File: config.mk
export PLATFORM = sky130hd
export DESIGN_NAME = mux_t_t_t_n_flat
export DESIGN_NICKNAME = d
export VERILOG_FILES = /design/src/rtl/mux_t_t_t_n_if.sv /design/src/rtl/mux_t_t_t_n.sv /design/src/flat_wrapper.sv
export SDC_FILE = /design/constraint.sdc
export NUM_CORES = 1
export LEC_CHECK = 0
export CORE_MARGIN = 1
export CORE_UTILIZATION = 35
export DETAILED_ROUTE_END_ITERATION = 12
export MAX_ROUTING_LAYER = met4
export PLACE_DENSITY_LB_ADDON = 0.2
export SYNTH_ARGS = -nofsm -noshare
export SYNTH_HDL_FRONTEND = slang
export SYNTH_SLANG_ARGS = --single-unit
File: constraint.sdc
create_clock -name clk -period 10.1 [get_ports clk]
set_clock_uncertainty 0.05 [all_clocks]
set_input_delay 2.02 -clock clk [delete_from_list [all_inputs] [get_ports clk]]
set_output_delay 2.02 -clock clk [all_outputs]
set_load 0.005 [all_outputs]
File: src/rtl/mux_t_t_t_n_if.sv
// mux_t_t_t_n_if: temporal input/select lines and match results of mux_t_t_t_n
interface mux_t_t_t_n_if #(
  parameter int NUM_INPUTS = 16,
  parameter int GAMMA_CYCLE_WIDTH = 16
);
  localparam int TW = $clog2(GAMMA_CYCLE_WIDTH);
  localparam int IW = $clog2(NUM_INPUTS);
  logic [NUM_INPUTS-1:0] inputs;
  logic select_line;
  logic y;
  logic fired;
  logic [IW-1:0] match_idx;
  logic [TW-1:0] sel_time;
  logic miss;
  modport master (output inputs, select_line, input y, fired, match_idx, sel_time, miss);
  modport slave (input inputs, select_line, output y, fired, match_idx, sel_time, miss);
endinterface

File: src/rtl/mux_t_t_t_n.sv
// mux_t_t_t_n: clocked temporal mux firing once per gamma cycle when an input lands within TOL ticks of the select
module mux_t_t_t_n #(
  parameter int GAMMA_CYCLE_WIDTH = 16,
  parameter int PULSE_WIDTH = 8,
  parameter int NUM_INPUTS = GAMMA_CYCLE_WIDTH,
  parameter int MODE = 0,
  parameter int TOL = 0
) (
  input logic clk,
  input logic rst_n,
  input logic grst,
  mux_t_t_t_n_if.slave bus
);
  localparam int TW = $clog2(GAMMA_CYCLE_WIDTH);
  localparam int TWP = TW + 1;
  localparam int IW = $clog2(NUM_INPUTS);
  localparam int PCW = $clog2(PULSE_WIDTH + 1);
  localparam logic [TW-1:0] T_MAX = TW'(GAMMA_CYCLE_WIDTH - 1);
  localparam logic [TW:0] TOL_W = TWP'(TOL);
  localparam logic IDLE_LVL = (MODE == 1);
  typedef enum logic [1:0] {IDLE, WAIT, FIRE, DONE} state_t;
  state_t state_q, state_d;
  logic [TW-1:0] t_q, t_d;
  logic [NUM_INPUTS-1:0] in_prev_q, in_prev_d;
  logic sel_prev_q, sel_prev_d;
  logic [NUM_INPUTS-1:0] in_seen_q, in_seen_d;
  logic [NUM_INPUTS-1:0][TW-1:0] in_time_q, in_time_d;
  logic sel_seen_q, sel_seen_d;
  logic [TW-1:0] sel_time_q, sel_time_d;
  logic y_q, y_d;
  logic fired_q, fired_d;
  logic [IW-1:0] idx_q, idx_d;
  logic miss_q, miss_d;
  logic [PCW-1:0] pcnt_q, pcnt_d;
  logic t_live;
  logic [NUM_INPUTS-1:0] in_ev;
  logic sel_ev;
  logic [TW:0] diff, adiff;
  logic [NUM_INPUTS-1:0] match;
  logic [IW-1:0] win_idx;
  logic any_match;
  logic fire;
  // Edge detection in the active encoding; events at saturated t or during grst count as never
  always_comb begin
    t_live = (t_q != T_MAX) && !grst;
    in_ev = (MODE == 1 ? (~bus.inputs & in_prev_q) : (bus.inputs & ~in_prev_q)) & {NUM_INPUTS{t_live}};
    sel_ev = (MODE == 1 ? (~bus.select_line & sel_prev_q) : (bus.select_line & ~sel_prev_q)) & t_live;
  end
  // Window compare of every captured input against the captured select; lowest index wins
  always_comb begin
    diff = '0;
    adiff = '0;
    match = '0;
    win_idx = '0;
    for (int i = 0; i < NUM_INPUTS; i++) begin
      diff = {1'b0, in_time_q[i]} - {1'b0, sel_time_q};
      adiff = diff[TW] ? (~diff + 1'b1) : diff;
      match[i] = sel_seen_q & in_seen_q[i] & (adiff <= TOL_W);
    end
    for (int i = NUM_INPUTS - 1; i >= 0; i--)
      if (match[i]) win_idx = IW'(i);
    any_match = |match;
  end
  // Next state: capture, FSM, fire effects and output shaping; grst overrides everything
  always_comb begin
    state_d = state_q;
    fire = 1'b0;
    in_prev_d = bus.inputs;
    sel_prev_d = bus.select_line;
    t_d = (t_q == T_MAX) ? t_q : t_q + 1'b1;
    in_seen_d = in_seen_q | in_ev;
    in_time_d = in_time_q;
    for (int i = 0; i < NUM_INPUTS; i++)
      if (in_ev[i] && !in_seen_q[i]) in_time_d[i] = t_q;
    sel_seen_d = sel_seen_q | sel_ev;
    sel_time_d = (sel_ev && !sel_seen_q) ? t_q : sel_time_q;
    miss_d = 1'b0;
    case (state_q)
      IDLE: state_d = sel_ev ? WAIT : IDLE;
      WAIT: begin
        fire = any_match;
        state_d = any_match ? FIRE : WAIT;
      end
      FIRE: state_d = DONE;
      default: state_d = state_q;
    endcase
    fired_d = fired_q | fire;
    idx_d = fire ? win_idx : idx_q;
    pcnt_d = '0;
    y_d = fire ? ~IDLE_LVL : y_q;
    if (MODE == 2) begin
      pcnt_d = fire ? PCW'(PULSE_WIDTH - 1) : ((pcnt_q != '0) ? pcnt_q - 1'b1 : pcnt_q);
      y_d = fire | (y_q & (pcnt_q != '0));
    end
    if (grst) begin
      state_d = IDLE;
      t_d = '0;
      in_seen_d = '0;
      in_time_d = '0;
      sel_seen_d = 1'b0;
      sel_time_d = '0;
      fired_d = 1'b0;
      idx_d = '0;
      y_d = IDLE_LVL;
      pcnt_d = '0;
      miss_d = (state_q == WAIT);
    end
  end
  // State registers, asynchronously cleared to the encoding's idle levels
  always_ff @(posedge clk or negedge rst_n) begin
    if (!rst_n) begin
      state_q <= IDLE;
      t_q <= '0;
      in_prev_q <= {NUM_INPUTS{IDLE_LVL}};
      sel_prev_q <= IDLE_LVL;
      in_seen_q <= '0;
      in_time_q <= '0;
      sel_seen_q <= 1'b0;
      sel_time_q <= '0;
      y_q <= IDLE_LVL;
      fired_q <= 1'b0;
      idx_q <= '0;
      miss_q <= 1'b0;
      pcnt_q <= '0;
    end else begin
      state_q <= state_d;
      t_q <= t_d;
      in_prev_q <= in_prev_d;
      sel_prev_q <= sel_prev_d;
      in_seen_q <= in_seen_d;
      in_time_q <= in_time_d;
      sel_seen_q <= sel_seen_d;
      sel_time_q <= sel_time_d;
      y_q <= y_d;
      fired_q <= fired_d;
      idx_q <= idx_d;
      miss_q <= miss_d;
      pcnt_q <= pcnt_d;
    end
  end
  assign bus.y = y_q;
  assign bus.fired = fired_q;
  assign bus.match_idx = idx_q;
  assign bus.sel_time = sel_time_q;
  assign bus.miss = miss_q;
endmodule

File: src/flat_wrapper.sv
// flat-port wrapper written by rule: the top's interface ports become plain ports
module mux_t_t_t_n_flat 
#(
  parameter int GAMMA_CYCLE_WIDTH = 16,
  parameter int PULSE_WIDTH = 8,
  parameter int NUM_INPUTS = GAMMA_CYCLE_WIDTH,
  parameter int MODE = 0,
  parameter int TOL = 0
)
  (clk, rst_n, grst, bus_inputs, bus_select_line, bus_y, bus_fired, bus_match_idx, bus_sel_time, bus_miss);
  mux_t_t_t_n_if #(.NUM_INPUTS(NUM_INPUTS), .GAMMA_CYCLE_WIDTH(GAMMA_CYCLE_WIDTH)) bus_i ();
  input logic clk;
  input logic rst_n;
  input logic grst;
  input wire logic [$bits(bus_i.inputs)-1:0] bus_inputs;
  input wire logic [$bits(bus_i.select_line)-1:0] bus_select_line;
  output wire logic [$bits(bus_i.y)-1:0] bus_y;
  output wire logic [$bits(bus_i.fired)-1:0] bus_fired;
  output wire logic [$bits(bus_i.match_idx)-1:0] bus_match_idx;
  output wire logic [$bits(bus_i.sel_time)-1:0] bus_sel_time;
  output wire logic [$bits(bus_i.miss)-1:0] bus_miss;
  assign bus_i.inputs = bus_inputs;
  assign bus_i.select_line = bus_select_line;
  assign bus_y = bus_i.y;
  assign bus_fired = bus_i.fired;
  assign bus_match_idx = bus_i.match_idx;
  assign bus_sel_time = bus_i.sel_time;
  assign bus_miss = bus_i.miss;
  mux_t_t_t_n #(.GAMMA_CYCLE_WIDTH(GAMMA_CYCLE_WIDTH), .PULSE_WIDTH(PULSE_WIDTH), .NUM_INPUTS(NUM_INPUTS), .MODE(MODE), .TOL(TOL)) u_core (.clk(clk), .rst_n(rst_n), .grst(grst), .bus(bus_i));
endmodule
==> impl.org, run 1 <==
** Yosys
- Post-synth net total :: 840
- In this run the cell area of the synthesized design comes to 0.00743 mm2.
- Async S/R FF share, synth :: 100%
- After technology mapping, the gate count stands at 736.
- After synthesis the netlist holds a flip-flop and latch count of 115.
- Ys flop type :: dfrtp_1
- Number of library cell types mapped by synthesis :: 65
- In this run the mean area of a mapped cell was 10.1 um2.
- The Yosys step of the flow raised 0 warnings.
- Yosys mapped a number of flops with a built-in enable equal to 0.
- For this run, the register share of the synthesized area comes to 38.7%.

** Drt
- Final antenna-violating net count :: 0
- For this run, the detailed router's first-pass iteration total came to 5.
- Iteration-0 DRC count of the detailed router :: 266
- For this block, the routed nets add up to 18700 um of wire.
- Summing over every cut layer, the via total after detailed routing is 5550.
- Per-cell routed wire length :: 18.1 um
- Number of design rule violations left after detail routing :: 0
- Via count normalized by instance count :: 5.36

** Clocking
- Clock transition at the registers of the reported paths :: 0.05 ns
- Clock buffer depth :: 2
- TritonCTS built the clock tree.
- Number of buffers inserted to repair setup after CTS :: 0
- Clock network latency to the later pin of the worst-skew pair :: 0.42 ns
- Count of clock tree sinks :: 115
- CTS placed an instance of clkbuf_16 at the clock tree root.
- Gates resized during post-CTS repair numbered 0.
- Number of CTS-inserted buffers :: 17
- After clock tree synthesis, the flow added hold-fix buffers numbering 0.
- H-tree depth reported by CTS :: 4

** Floorplan
- In this run the horizontal extent of the chip is 148 um.
- The die covers 0.0218 mm2.
- The initialized floorplan defines 52 standard-cell rows.
- 31 I/O pins were placed.
- For this configuration, the core starts out at a cell density of 36.3%.
- Total core area :: 0.0205 mm2
- Die height :: 148 um

** Placement
- GP Congestion :: 0.760
- Input and output buffers added on the ports amount to 30.
- Post-detail-place hpwl :: 12400 um

** Critical path
- The worst register-to-register path begins at u_core.bus.sel_time[1]$_DFFE_PN0P_.
- Worst R2R End :: u_core.bus.match_idx[1]$_DFFE_PN0P_
- The worst setup path is launched from an input pin.
- Data arrival time at the worst-slack endpoint :: 4.26 ns
- Of all nets on the critical path, the largest fanout is 45.
- Endpoint kind of the worst setup timing path :: register
- Data required time of the critical path :: 10.32 ns
- The setup path with the least slack is of type input pin to register.
- Minimum setup slack among reg-to-reg paths :: 6.12 ns
- The number of cells on the worst reg-to-reg path is 11.

** Outcome
- The run finished with clean final reports.

** STA
- Max Fclk :: 248 MHz
- Setup TNS :: 0 ns
- The worst pin sits at a relative slew slack of 26.6%.
- Setup repair after global routing left no endpoint under its margin.
- The worst path needs 4.03 ns of the cycle, external delays included.
- Hold timing on the final database bottoms out at a slack of 0.452 ns.
- Of the available clock period, the critical path in the final layout requires 39.9%.
- For the pin with the worst max-slew slack, the measured transition is 1.09 ns.
- The number of endpoints with negative hold slack in the final report is 0.
- The count of final max-slew check failures was 0.
- Count of final setup violators :: 0

** GRT
- Maximum number of pins on one net before global-route repair :: 63
- Global routing consumed, over all layers together, 18.8% of the routing resources.
- Met3 track utilization from global routing :: 3.21%
- Met2 track demand over resource in global routing :: 31.7%
- First-pass GRT wire length :: 30200 um
- Most used routing layer :: met2
- For met1 alone, demand over resource in global routing was 21.8%.
- For this run the aggregate overflow at the end of global routing stands at 0.
- The number of global-route vias before repair came to 5912.
- The initial antenna violation count is 0.

** Flow run
- Max-capacitance violation count :: 0

** Pwr
- For this design the ratio of total power to cell area is 150 mW/mm2.
- Across the VDD grid, the largest voltage drop is 0.113 mV.
- Summed over all cells, the static leakage comes to 3.97 nW.

** Finish
- Cells fill 42.1% of the core in the end.
- Share of final-layout standard cells stronger than drive strength 1 :: 10.3%
- The final layout contains 856 nets.
- The repair_antennas step left the layout with diodes totalling 0.
- Compared with the post-synthesis result, the final layout area differs by 16.0%.

** Hold path
- The worst hold path belongs to the class register to register.
- The worst hold path was traced through 2 stages.
- The worst hold path terminates at u_core.bus.y$_DFFE_PN0P_.
- The worst hold path begins at u_core.bus.y$_DFFE_PN0P_.
-- sequential cells by signal, indices dropped and copies added (netlist names) --
name	count
u_core.bus.sel_time	4
u_core.state_q	2
u_core.t_q	4
u_core.bus.miss	1
u_core.in_time_q	64
u_core.bus.fired	1
u_core.bus.match_idx	4
u_core.in_prev_q	16
u_core.sel_prev_q	1
u_core.sel_seen_q	1
u_core.bus.y	1
u_core.in_seen_q	16
-- placed cells by master (no fill, tap or decap), drive strengths merged, types with 11 or more instances in the layout --
master / instances
xnor2: 11
ha: 68
clkdlybuf4s50: 28
clkbuf: 21
nand4: 17
mux2i: 69
nand2b: 23
inv: 70
fa: 16
or2: 13
nor2: 108
nor2b: 24
or4b: 16
o21ai: 12
a21oi: 13
o311ai: 12
a31oi: 20
dfrtp: 115
-- metrics by stage --
step | worst slack [ns] | area [um2] | power (W) | cells
2_1_floorplan | 6.37 | 7430 | 0.000576 | 736
3_3_place_gp | 5.66 | 7960 | 0.000619 | 1003
3_5_place_dp | 5.65 | 7960 | 0.000625 | 1003
4_1_cts | 6.06 | 8630 | 0.00131 | 1035
5_1_grt | 5.93 | 8630 | 0.00135 | 1035
6_report | 6.07 | 8630 | 0.00130 | 1035
-- Yosys cell counts, types with 11 or more instances --
master	count	area share (%)
or4b_2	16	2.2
ha_1	68	11
dfrtp_1	115	39
xnor2_1	11	1.3
clkbuf_1	36	1.8
nand4_1	16	1.3
nor2b_1	24	2.0
a31oi_1	20	1.7
a21oi_1	13	0.88
mux2i_1	69	9.3
nand2b_1	22	1.9
nor2_1	107	5.4
fa_1	16	4.3
inv_1	70	3.5
-- critical path, stage by stage --
cell      delay [ns]
buf_4           0.25
nand2b_1        0.70
or3b_2          0.73
nor2_2          0.24
mux2i_1         0.23
nor2_1          0.07
-- metal layers --
metal  wire length (um)  vias to the layer above
li1                   -                     2638
met4                500                        0
met1               8520                     2766
met3                504                       40
met5                  0                        -
met2               9210                      106
-- power by group --
| part | leakage, nW | internal [W] | switching [W] |
|---|---|---|---|
| Sequential | 1.55 | 0.000476 | 0.0000191 |
| Clock | 0.331 | 0.000473 | 0.000207 |
| Combinational | 2.10 | 0.0000525 | 0.0000688 |
| Total | 3.97 | 0.00100 | 0.000295 |
-- worst max path at each step --
stage,endpoint,slack [ns],from,cells after the start
final,u_core.bus.sel_time[2]$_DFFE_PN0P_,6.07,grst,6
after floorplan,u_core.in_time_q[32]$_DFFE_PN0P_,6.37,grst,7
after global placement,u_core.bus.sel_time[3]$_DFFE_PN0P_,5.66,grst,6
after detailed placement,u_core.bus.sel_time[2]$_DFFE_PN0P_,5.65,grst,6
after global routing,u_core.bus.match_idx[1]$_DFFE_PN0P_,5.93,u_core.bus.sel_time[1]$_DFFE_PN0P_,11
after CTS,u_core.bus.match_idx[1]$_DFFE_PN0P_,6.06,u_core.bus.sel_time[1]$_DFFE_PN0P_,11
-- area by class of cell --
cell class	count	area (um2)
Fill cell	1947	11900
Clock inverter	11	205
Timing Repair Buffer	36	340
Clock buffer	21	460
Inverter	70	263
Sequential cell	115	2880
Multi-Input combinational cell	512	4140
Tap cell	270	338
-- cells by family (layout without fill, tap and decap cells) --
group | after synthesis | in the layout | synth area share (%)
fa+ha+maj | 84 | 84 | 15.8
simple gates | 236 | 236 | 17.2
buf+inv | 109 | 138 | 5.57
compound gates | 108 | 108 | 11.7
mux | 69 | 69 | 9.29
xor+xnor | 15 | 15 | 1.77
flops | 115 | 115 | 38.7
(Power assumes the default switching activity.)
==> run 2: changes to the inputs <==
Clock period 10.1 ns to 3.7 ns, I/O delays scaled along.
==> run 2 against run 1 <==
Compared with the run above: sequential share of layout area is 0.24 points lower; worst setup slack worse by 5.7 ns; critical path depth is 3 higher; clock power is 150% higher; critical path type is now register to register; largest power group unchanged.
==> impl.org, run 2 (synthesis results as in run 1) <==
** Clocking
- The CTS H-tree depth came to 4 (unchanged).
- Number of CTS-inserted buffers :: 17 (unchanged)
- The buffer cell driving the clock tree root was clkbuf_16 (unchanged).
- CTS tree :: built (unchanged)
- The clock sink count came to 115 (unchanged).
- The largest buffer count on any clock path was 2 (unchanged).
- The insertion delay of the later-clocked pin in the worst-skew pair is 0.42 ns (about the same).
- The post-CTS clock slew at the launch and capture registers of the worst setup and hold paths was 0.05 ns (about the same).
- The buffers inserted during post-CTS setup optimization is 0 (unchanged).
- Number of hold buffers added after cts :: 0 (unchanged)
- Number of gates resized after CTS :: 0 (unchanged)

** GRT
- Combined global-route utilization of all metal layers :: 19.7% (was 18.8%)
- The wire length of the first global-routing pass came to 31900 um (was 30200 um).
- The initial antenna violation count was 0 (unchanged).
- The pin count of the biggest net entering global routing is 60 (was 63).
- Grt total ovfl :: 0 (unchanged)
- The number of global-route vias before repair was 5899 (was 5912).

** STA
- Based on the critical path, the design can be clocked at up to 298 MHz.
- Count of final max-slew check failures :: 0 (unchanged)
- The number of endpoints with negative hold slack in the final report came to 0 (unchanged).
- Minimum period implied by the final worst setup slack :: 3.36 ns
- Worst slew margin :: 42.2% (was 26.6%)
- Setup repair after global routing missed its margin :: no (unchanged)
- The transition time of the tightest slew-check pin was 0.856 ns (was 1.09 ns).
- The setup-violating endpoint count in the final report came to 0 (unchanged).
- The total negative setup slack came to 0 ns (unchanged).
- Period utilization :: 90.8%

** Hold path
- The path class of the lowest-slack min-delay path is input pin to async pin (was register to register).

** Critical path
- Type of the worst setup path :: register to register (was input pin to register)
- The arrival time reported for the critical path endpoint came to 3.58 ns (was 4.26 ns).
- The data required time of the critical path came to 3.92 ns (was 10.32 ns).
- Slowest stage cell on the critical path :: o311ai_0 (was or3b_2)
- The maximum net fanout on the critical path came to 13 (was 45).
- The maximum cell stage delay along the critical path came to 0.74 ns (was 0.73 ns).
- Endpoint kind of the worst setup timing path :: register (unchanged)
- The nature of the critical path startpoint is a register (was input pin).
- The minimum setup slack among reg-to-reg paths came to 0.34 ns (was 6.12 ns).
- Ordered list of cells on the worst path: buf_4 -> ha_1 -> fa_1 -> nor2_1 -> o311ai_0 -> nand4_1 -> o41a_4 -> o21ai_2 -> a21oi_1 (was buf_4 -> nand2b_1 -> or3b_2 -> nor2_2 -> mux2i_1 -> nor2_1).
- Worst reg-to-reg path cell count :: 9 (was 11)

** Finish
- Largest registers: u_core.in_time_q x64, u_core.in_prev_q x16, u_core.in_seen_q x16 (unchanged).
- Number of filler cells placed in the layout :: 1970 (was 1947)
- The final net count is 871 (was 856).
- The number of antenna cells inserted came to 0 (unchanged).
- The proportion of layout cells with a drive suffix above 1 was 12.1% (was 10.3%).
- Most common library cell in the layout ignoring fill and taps :: dfrtp_1 (unchanged)
- The area growth from synthesis to final layout was 16.9% (was 16.0%).
- The register containing the most flip-flops in the final layout is u_core.in_time_q (unchanged).
- The flip-flop count of the largest register after layout came to 64 (unchanged).
- Top library cells by usage in the layout, fill and taps aside: 115 x dfrtp_1, 107 x nor2_1, 70 x inv_1, 69 x mux2i_1, 68 x ha_1 (unchanged).

** Outcome
- Run status :: completed (unchanged)

** Placement
- The count of input and output buffers came to 30 (unchanged).
- Post-detail-place hpwl :: 13300 um (was 12400 um)
- The final RePlAce weighted congestion was 0.749 (was 0.760).

** Floorplan
- The initial standard-cell utilization of the core was 36.3% (unchanged).
- The die footprint came to 0.0218 mm2 (unchanged).
- Cell row count :: 52 (unchanged)
- The standard cell core area is 0.0205 mm2 (unchanged).
- The height of the die is 148 um (unchanged).
- The die width came to 148 um (unchanged).
- The number of primary I/O pins is 31 (unchanged).

** Drt
- The count of unresolved DRC violations after routing came to 0 (unchanged).
- Detailed Routing Iterations Pass 1 :: 4 (was 5)
- The via count normalized by instance count was 5.36 (about the same).
- The initial detailed-routing violation count came to 304 (was 266).
- Detailed Route WL :: 19400 um (was 18700 um)
- Per-cell routed wire length :: 18.4 um (was 18.1 um)
- The number of routed nets with antenna violations was 0 (unchanged).
- Vias :: 5627 (was 5550)

** Pwr
- Power, Total :: 0.00339 W (was 0.00130 W)
- Pwr per Cell Area :: 390 mW/mm2 (was 150 mW/mm2)
- The leakage component of the power is 4.01 nW (was 3.97 nW).
- The worst voltage drop across the vdd grid came to 0.286 mV (was 0.113 mV).

** Flow run
- The max-cap violation count was 0 (unchanged).
run 2: stage by stage:
step | hold slack [ns] | util [%] | std cells | cell area, um2 | worst slack (ns)
3_5_place_dp | 0.466 | 39.5 | 1018 | 8090 | 0.359
4_1_cts | 0.360 | 42.4 | 1050 | 8690 | 0.355
2_1_floorplan | 0.394 | - | 736 | 7430 | 0.0339
3_3_place_gp | 0.457 | 39.5 | 1018 | 8090 | 0.445
5_1_grt | 0.401 | 42.4 | 1050 | 8690 | 0.0651
6_report | 0.343 | 42.4 | 1050 | 8690 | 0.339
run 2: cell type report:
cell class,count,area (um2),area share [%]
sequential,115,2880,33.1
timing repair buffer,51,465,5.36
tap,270,338,3.89
clock inverter,10,130,1.50
inverter,70,263,3.02
multi-input combinational,512,4140,47.7
clock buffer,22,474,5.46
run 2: where the power goes:
part | internal (W) | switching, W | total [W] | leakage (nW)
logic | 0.000152 | 0.000212 | 0.000364 | 2.17
clock network | 0.00110 | 0.000589 | 0.00169 | 0.296
registers | 0.00130 | 0.0000329 | 0.00133 | 1.55
run 2: final timing paths:
| kind | start | endpoint |
|---|---|---|
| max in group asynchronous | rst_n | u_core.bus.match_idx[1]$_DFFE_PN0P_ |
| setup / recovery | u_core.bus.sel_time[0]$_DFFE_PN0P_ | u_core.state_q[1]$_DFFE_PN0P_ |
| setup reg to reg | u_core.bus.sel_time[0]$_DFFE_PN0P_ | u_core.state_q[1]$_DFFE_PN0P_ |
| min in group clk | u_core.in_time_q[56]$_DFFE_PN0P_ | u_core.in_time_q[56]$_DFFE_PN0P_ |
| hold / removal | rst_n | u_core.t_q[1]$_DFFE_PN0P_ |
| hold reg to reg | u_core.in_time_q[56]$_DFFE_PN0P_ | u_core.in_time_q[56]$_DFFE_PN0P_ |
run 2: routing by layer:
metal	up-vias	wire, um	track usage, %
li1	2672	-	-
met1	2852	9000	24.5
met2	82	9520	32.4
met3	21	509	3.80
met4	0	318	6.24
met5	-	0	-
run 2: worst max-delay path: cells and delay by family, from the launching register on:
kind            cells  cell delay, ns
fa+ha+maj           2            0.78
simple gates        2            0.37
compound gates      4            1.41
flops               1            0.38
buf+inv             1            0.22
==> edit 1, RTL diff (flow settings as in run 2) <==
`MODE` is set to 0 in 2 places; all go to 1.
--- a/src/rtl/mux_t_t_t_n.sv
+++ b/src/rtl/mux_t_t_t_n.sv
@@ -4,5 +4,5 @@
   parameter int PULSE_WIDTH = 8,
   parameter int NUM_INPUTS = GAMMA_CYCLE_WIDTH,
-  parameter int MODE = 0,
+  parameter int MODE = 1,
   parameter int TOL = 0
 ) (
--- a/src/flat_wrapper.sv
+++ b/src/flat_wrapper.sv
@@ -5,5 +5,5 @@
   parameter int PULSE_WIDTH = 8,
   parameter int NUM_INPUTS = GAMMA_CYCLE_WIDTH,
-  parameter int MODE = 0,
+  parameter int MODE = 1,
   parameter int TOL = 0
 )
Function: changed (Yosys sat finds a counterexample within 4 cycles, from zero or initial values and one cycle with rst_n low).
==> edit 1 against run 2 <==
Power grew 3.1%. Synthesized area increased by 0.24%. Synthesized cell count is 0.14% higher. Cell area up 1.5%. Sequential cell count unchanged. Critical path depth up 1. Worst setup slack lost 75 ps. Global-route usage is 0.27 points higher. Routed wire length up 2.0%. Largest power group unchanged. Highest routed layer unchanged.
==> edit 1: results <==
group,metric,value,unit
grt,met2_usage,32.7,%
grt,grtUsageMet1,23.4,%
cells_and_area,n_fill_cell,2051,
synth,avgSynthCellArea,10.1,um2
power,leakagePower,4.07,nW
power,max-vdd-ir-drop,0.301,mV
critical_path,worstPathArrival,3690,ps
grt,grt_pass1_wl,31800,um
placement,dpl.cell_count,1033,
cells_and_area,fin_cells,1065,
drt,wl_met1,8780,um
drt,post_drt_wl_per_cell,18.5,um
clock_network,post_cts_buffers,0,
synth,syn_nets,841,
drt,first_iter_violations,240,
grt,grt_pass1_vias,6062,
grt,grt.met3_usage,4.38,%
synth,postSynth.asyncResetShare,100,%
sta,worst_pin_slew,1080,ps
drt,wl_met3,814,um
drt,drt_pass1_iterations,5,
power,p_clk,1.78,mW
cells_and_area,fin_nets,881,
synth,yosys-top-cells-area,"dfrtp_1 33%, ha_1 11%, mux2i_1 9.3%",
placement,dp_hpwl,13600,um
critical_path,reg2reg_depth,10,
placement,globalplace.congestion,0.823,
critical_path,cp_max_fo,8,
power,netSwitchingPower,837,uW
grt,grt_use_total,20.0,%
synth,synthDistinctLibCells,68,
power,powerSeq,1.34,mW
placement,dpl_cell_area,0.00818,mm2
flow_run,max_cap_viol_count,0,
synth,synth_common_cells,"107 x nor2_1, 97 x dfrtp_1, 70 x inv_1",
critical_path,cp_slowest_stage_delay,730,ps
grt,grt_max_degree,100,
drt,viasPerCell,5.33,
clock_network,cts_resized,0,
clock_network,cts_made_buffers,17,
drt,wl_met2,9450,um
outcome,status,"finished, final reports clean",
synth,ys_seq_area_share,38.9,%
power,powerDensity,396,mW/mm2
cells_and_area,final_layout_size_suffix_gt1_share,15.6,%
-- edit 1: cell count changes after synthesis, moves of 4 or more --
cell,change
dfrtp_1,-18
dfstp_2,+18
nand2b_1,-5
a21oi_1,+4
-- edit 1: cell type report --
type,count,share of cell area [%]
Clock buffer,22,5.49
Clock inverter,10,1.73
Inverter,70,2.98
Multi-Input combinational cell,512,46.9
Sequential cell,115,32.9
Tap cell,275,3.90
Timing Repair Buffer,61,6.13
-- edit 1: worst paths after layout --
check | slack, ps | start | to
max | 260 | u_core.bus.sel_time[0] | u_core.bus.match_idx[1]
min | 370 | rst_n | u_core.in_time_q[16]
max reg2reg | 260 | u_core.bus.sel_time[0] | u_core.bus.match_idx[1]
min reg2reg | 470 | u_core.in_seen_q[7] | u_core.in_seen_q[7]
max in group asynchronous | 2370 | rst_n | u_core.in_prev_q[7]
min in group clk | 470 | u_core.in_seen_q[7] | u_core.in_seen_q[7]
-- edit 1: stage by stage --
stage	hold slack, ps	power [mW]	worst slack (ps)
2_1_floorplan	394	1.58	29.6
3_3_place_gp	456	1.72	390
3_5_place_dp	458	1.74	313
4_1_cts	402	3.53	266
5_1_grt	432	3.63	20.6
6_report	369	3.49	264
-- edit 1: worst reg2reg max path, delay by kind of cell, from the launching register on --
family	cells	cell delay, ps
simple gates	3	390
compound gates	3	1210
buf+inv	2	430
flops	1	430
fa+ha+maj	2	800
-- edit 1: kinds of logic (layout without fill, tap and decap cells) --
family / count (synthesis) / in the layout / share of synthesized area (%)
multiplexers: 69 / 69 / 9.27
buffers and inverters: 110 / 163 / 5.61
adder cells (fa/ha/maj): 84 / 84 / 15.7
AO/OA/AOI/OAI: 110 / 110 / 11.7
flip-flops: 115 / 115 / 38.9
AND/OR/NAND/NOR: 235 / 235 / 17.1
XOR/XNOR: 14 / 14 / 1.65
==> edit 2, RTL diff (flow settings as in run 2) <==
Made on the original files. Make the reset (`rst_n`) synchronous in one clocked block. Comments in the files are not updated.
--- a/src/rtl/mux_t_t_t_n.sv
+++ b/src/rtl/mux_t_t_t_n.sv
@@ -108,5 +108,5 @@
   end
   // State registers, asynchronously cleared to the encoding's idle levels
-  always_ff @(posedge clk or negedge rst_n) begin
+  always_ff @(posedge clk) begin
     if (!rst_n) begin
       state_q <= IDLE;
Check against the original RTL: differs if rst_n is asserted again (counterexample within 4 cycles, from zero or initial values and one cycle with rst_n low); with rst_n held inactive, the same outputs for 10 cycles.
==> edit 2 against run 2 <==
Power shrank 2.8%. Core utilization grew 0.28 points. First-iteration DRC count shrank 2.6%. Via count shrank 1.9%. Synthesized area shrank 6.3%. Sequential cell count is the same. Cell area shrank 4.4%. Final cell count grew 1.3%. Routed wire length shrank 6.6%. Worst setup slack gained 9.0 ps. Critical path depth grew 2.
==> edit 2: results <==
group,metric,value,unit
power,leakagePower,3.05,nW
cells_and_area,final_layout_size_suffix_gt1_share,9.89,%
cells_and_area,multi_input_area_share,51.9,%
grt,grt_pass1_wl,29800,um
hold_path,min_path_type,"register to register",
drt,vias,5520,
placement,pre_cts_slack,329,ps
power,max-vdd-ir-drop,0.269,mV
floorplanning,fp-row-count,51,
placement,dpl.cell_count,1032,
cells_and_area,n_fill_cell,1889,
drt,wl_met3,529,um
placement,dp_hpwl,12900,um
cells_and_area,clk_share,7.83,%
outcome,status,"finished, final reports clean",
grt,grt_use_total,19.8,%
synth,avgSynthCellArea,9.33,um2
drt,wl_met2,8800,um
drt,first_iter_violations,296,
floorplanning,design.core.area,0.0195,mm2
cells_and_area,buf_share,5.63,%
synth,ys_seq_area_share,33.0,%
synth,postSynth.asyncResetShare,0,%
placement,dpl_cell_area,0.00765,mm2
cells_and_area,fin_cells,1064,
==> edit 2: changes by cell type after synthesis, moves of 12 or more <==
cell,run 2,this run
dfrtp_1,115,0
dfxtp_1,0,115
or4b_2,16,0
and2_1,2,18
nor4b_2,0,16
nor2b_1,24,12
clkbuf_1,36,18
nand2_1,8,23
==> edit 2: worst paths after layout <==
path,start,end,slack [ps]
setup reg to reg,u_core.bus.sel_time[0],u_core.bus.match_idx[2],350
hold / removal,u_core.bus.fired,u_core.bus.fired,390
setup / recovery,u_core.bus.sel_time[0],u_core.bus.match_idx[2],350
hold reg to reg,u_core.bus.fired,u_core.bus.fired,390
==> edit 2: power groups by stage <==
stage               registers, mW  clock network, mW  logic (mW)
floorplan                    1.30                  0       0.124
CTS                          1.28               1.86       0.194
global placement             1.30                  0       0.190
global route                 1.28               1.92       0.210
finish                       1.28               1.83       0.191
detailed placement           1.30                  0       0.193
==> edit 2: kinds of logic (layout without fill, tap and decap cells) <==
family | after synthesis | after routing | synth area share, %
XOR/XNOR | 16 | 16 | 2.01
flip-flops | 115 | 115 | 33.0
AO/OA/AOI/OAI | 126 | 126 | 13.3
AND/OR/NAND/NOR | 244 | 244 | 19.7
adder cells (fa/ha/maj) | 84 | 84 | 16.8
buffers and inverters | 94 | 146 | 5.32
multiplexers | 68 | 68 | 9.79
==> edit 2: metal layers <==
| layer | up-vias | global-route usage, % |
|---|---|---|
| li1 | 2733 | - |
| met1 | 2678 | 23.3 |
| met2 | 81 | 33.3 |
| met3 | 28 | 3.86 |
| met4 | 0 | 7.53 |
| met5 | - | - |
